==> config.mk <==
export PLATFORM = sky130hd
export DESIGN_NAME = label_resolver
export DESIGN_NICKNAME = d
export VERILOG_FILES = /design/src/rtl/label_resolver.sv
export SDC_FILE = /design/constraint.sdc
export NUM_CORES = 1
export LEC_CHECK = 0
export BUFFER_PORTS_ARGS = -buffer_cell sky130_fd_sc_hd__buf_4
export CAP_MARGIN = 10
export CORE_AREA = 5 5 81 83
export DETAILED_ROUTE_END_ITERATION = 8
export DIE_AREA = 0 0 86 88
export GPL_TIMING_DRIVEN = 0
export PLACE_DENSITY = 0.75
export SETUP_SLACK_MARGIN = 0.15
export SLEW_MARGIN = 20
export SYNTH_ARGS = -nofsm -noshare
export SYNTH_HDL_FRONTEND = slang
export SYNTH_SLANG_ARGS = --single-unit
export TNS_END_PERCENT = 10
==> constraint.sdc <==
create_clock -name clk -period 2.5 [get_ports clk]
set_input_delay 0.625 -clock clk [delete_from_list [all_inputs] [get_ports clk]]
set_output_delay 0.625 -clock clk [all_outputs]
set_load 0.02 [all_outputs]
==> src/rtl/label_resolver.sv <==
// label_resolver: single post-frame pass that points every merge-table entry at its root
// and counts the root labels.
module label_resolver #(
  parameter int WORD_SIZE = 8
) (
  input  logic                 clk,
  input  logic                 reset_n,
  input  logic                 start,
  input  logic [WORD_SIZE-1:0] num_labels,
  output logic [WORD_SIZE-1:0] rd_addr,
  input  logic [WORD_SIZE-1:0] rd_data,
  output logic                 wr_en,
  output logic [WORD_SIZE-1:0] wr_addr,
  output logic [WORD_SIZE-1:0] wr_data,
  output logic                 busy,
  output logic                 done,
  output logic [WORD_SIZE-1:0] label_count,
  output logic                 error
);
  localparam logic [2:0] IDLE         = 3'd0;
  localparam logic [2:0] READ_SELF    = 3'd1;
  localparam logic [2:0] CHECK_SELF   = 3'd2;
  localparam logic [2:0] READ_PARENT  = 3'd3;
  localparam logic [2:0] CHECK_PARENT = 3'd4;
  localparam logic [2:0] WRITE        = 3'd5;
  localparam logic [2:0] DONE         = 3'd6;
  logic [2:0] state;
  logic [WORD_SIZE-1:0] i, p, r, nl;
  logic last;
  assign last = i == nl - WORD_SIZE'(1);
  // ascending order guarantees T[p] is already a root, so one parent read suffices
  always_ff @(posedge clk or negedge reset_n) begin
    if (!reset_n) begin
      state       <= IDLE;
      i           <= '0;
      p           <= '0;
      r           <= '0;
      nl          <= '0;
      label_count <= '0;
      error       <= 1'b0;
    end else begin
      case (state)
        IDLE: if (start) begin
          nl          <= num_labels;
          i           <= WORD_SIZE'(1);
          label_count <= '0;
          error       <= 1'b0;
          state       <= num_labels <= WORD_SIZE'(1) ? DONE : READ_SELF;
        end
        READ_SELF: state <= CHECK_SELF;
        CHECK_SELF: begin
          p <= rd_data;
          if (rd_data == i) begin
            label_count <= label_count + WORD_SIZE'(1);
            state       <= last ? DONE : READ_SELF;
            i           <= last ? i : i + WORD_SIZE'(1);
          end else if (rd_data == '0 || rd_data > i) begin
            error <= 1'b1;
            state <= last ? DONE : READ_SELF;
            i     <= last ? i : i + WORD_SIZE'(1);
          end else begin
            state <= READ_PARENT;
          end
        end
        READ_PARENT: state <= CHECK_PARENT;
        CHECK_PARENT: begin
          r     <= rd_data;
          state <= WRITE;
        end
        WRITE: begin
          state <= last ? DONE : READ_SELF;
          i     <= last ? i : i + WORD_SIZE'(1);
        end
        DONE: state <= IDLE;
        default: state <= IDLE;
      endcase
    end
  end
  always_comb begin
    busy    = state != IDLE;
    done    = state == DONE;
    wr_en   = state == WRITE;
    wr_addr = wr_en ? i : '0;
    wr_data = wr_en ? r : '0;
    rd_addr = state == READ_SELF ? i : state == READ_PARENT ? p : '0;
  end
endmodule

==> impl_metrics.toml <==
[placement]
dp_hpwl_mm = 4.99
place_congestion = 0.810
place_inst = 425
pre_cts_slack_ps = -141
dpl_cell_area_sq_um = 3270
portBuffers = 54

[sta]
setup_ws_ps = 182
slew_viol_final = 0
finalCriticalPeriod_ps = 2320
rsz0062_at_grt = "true"
tns_ps = 0
post-route-period-util = 0.927
hold-worst-slack_ps = 307
fmax_ghz = 0.431
hold_viol = 0
setup_violations = 0
clock-skew-final_ps = 4.52
relSlewSlack = 0.442
worst_slew_pin_slew_ps = 834

[routing]
drt_first_pass_iters = 4
drc = 0
first_iter_violations = 173
antenna_left = 0
wl_mm = 7.22
viasPerCell = 5.50
wl_per_cell_um = 16.1
via_count = 2468

[layout]
instances_no_fill = 449
multi_input_area_sq_um = 1590
final_area_sq_um = 3560
areaGrowthSynthToFinish_pct = 28.5
drive_gt1_frac = 0.337
layout_commonest_cell = "buf_4"
utilization = 0.616
num_antenna_cells = 0
fin_nets = 403
regArea_sq_um = 1100
layout_common_cells = "buf_4, dfrtp_1, nand2_1"
fillers = 460

[clock_tree]
cts_root_buf = "clkbuf_8"
clkSinkCount = 44
clk-insertion-delay-late_ps = 310
clock_path_buffers = 2
hold_buffers = 0
numCtsBuffers = 5
cts.htree.levels = 2
clk_pin_slew_worst_paths_ps = 80
cts_tree = "yes"

[setup_path]
cp-end-kind = "flop"
timing.rr.start = "nl[0]"
crit_required_ps = 2690
startpoint_type = "flop"
crit_arrival_ps = 2510
startpoint = "nl[0]"
cp_max_fo = 8
worstSetupPathType = "flop to flop"

[synth]
synth.distinct_cells = 55
synth_area_per_cell_sq_um = 9.37
ys_ff_latch = 44
yosysWarnings = 0
synth_ff_type = "dfrtp_1"
synth_edf_count = 0
async_flop_share = 1.00
netlist_area_sq_um = 2770
ys_seq_area_frac = 0.397
synth_fp_nets = 326
synth_cells = 296

[floorplanning]
start_util = 0.480
rows = 28
die_w_um = 86
die_area_sq_um = 7570
ioPinCount = 55
core_sq_um = 5780
die_h_um = 88

[global_routing]
antenna_found_initial = 0
grt_max_degree = 45
grt_pass1_wl_mm = 11.6
grt-ovfl-total = 0
grt_pass1_vias = 2429
track_usage = 0.195

[power]
powerDensity_nw_per_um2 = 1040
finalPower_mw = 3.71
peakVddDrop_mv = 0.591
p_leak_nw = 1.63

[flow_run]
drv_cap = 0

[outcome]
status = "completed"

[min_path]
hold_path_class = "input port to asynchronous set/reset pin"
[critical path, cell delays in order (launching register included)]
cell      delay [ps]
dfrtp_2          370
inv_1             60
ha_1             210
buf_6            140
o21ba_2          210
a221oi_1         330
a41oi_2           90
a211oi_4         350
nor3_2           130
mux2_4           310
[flip-flops by register name, indices dropped and copies added (netlist names)]
register     cells
nl               8
state            3
p                8
i                8
error            1
r                8
label_count      8
[worst paths after layout]
path	cells past startpoint	end	slack [ps]
min	1	label_count[3]	310
max	9	i[1]	180
min in group clk	1	r[2]	510
max in group asynchronous	1	i[3]	1770
min reg2reg	1	r[2]	510
max reg2reg	9	i[1]	180
[cell type report]
cell class | count | area share
Multi-Input combinational cell | 225 | 0.445
Sequential cell | 44 | 0.310
Timing Repair Buffer | 70 | 0.149
Buffer | 14 | 0.0295
Tap cell | 75 | 0.0263
Clock buffer | 6 | 0.0232
Inverter | 13 | 0.0147
Clock inverter | 2 | 0.00281
[cells in the mapped netlist, types with 6 or more instances]
master	count	area (sq um)
dfrtp_1	44	1100
xor2_1	8	70.1
mux2i_1	12	120
ha_1	11	138
clkbuf_1	6	22.5
nor3_1	13	65.1
mux2_2	15	169
xnor2_1	7	61.3
and2_1	9	56.3
a21oi_1	10	50.1
nand2_1	37	139
nor2_1	25	93.8
nand3_1	9	45.0
inv_1	12	45.0
nand4_1	6	37.5
nor4_1	6	37.5
o21ai_0	10	50.1
[timing repair]
item / in CTS / in global routing
gates cloned: 1 / 0
endpoints found under the setup margin: 31 / 30
setup buffers: 5 / 10
gates resized for setup: 10 / 20
pin swaps: 2 / 6
[report_power, final]
group          switching [mW]  total (mW)  internal (mW)
combinational            1.08        2.04          0.957
clock                   0.248       0.469          0.221
sequential              0.233        1.20          0.972
total                    1.56        3.71           2.15
[cells by family after synthesis]
kind of cell | after synthesis | synth area share
AND/OR/NAND/NOR | 129 | 0.245
flip-flops | 44 | 0.397
AO/OA/AOI/OAI | 42 | 0.105
multiplexers | 28 | 0.110
buffers and inverters | 27 | 0.0465
XOR/XNOR | 15 | 0.0474
adder cells (fa/ha/maj) | 11 | 0.0496
[layer usage]
layer | GRT usage | up-vias | wire length [um]
li1 | - | 1195 | -
met1 | 0.265 | 1186 | 3230
met2 | 0.316 | 71 | 3540
met3 | 0.0310 | 16 | 284
met4 | 0.0676 | 0 | 154
met5 | 0 | - | 0
No activity file was read; power rests on OpenSTA's default activity.
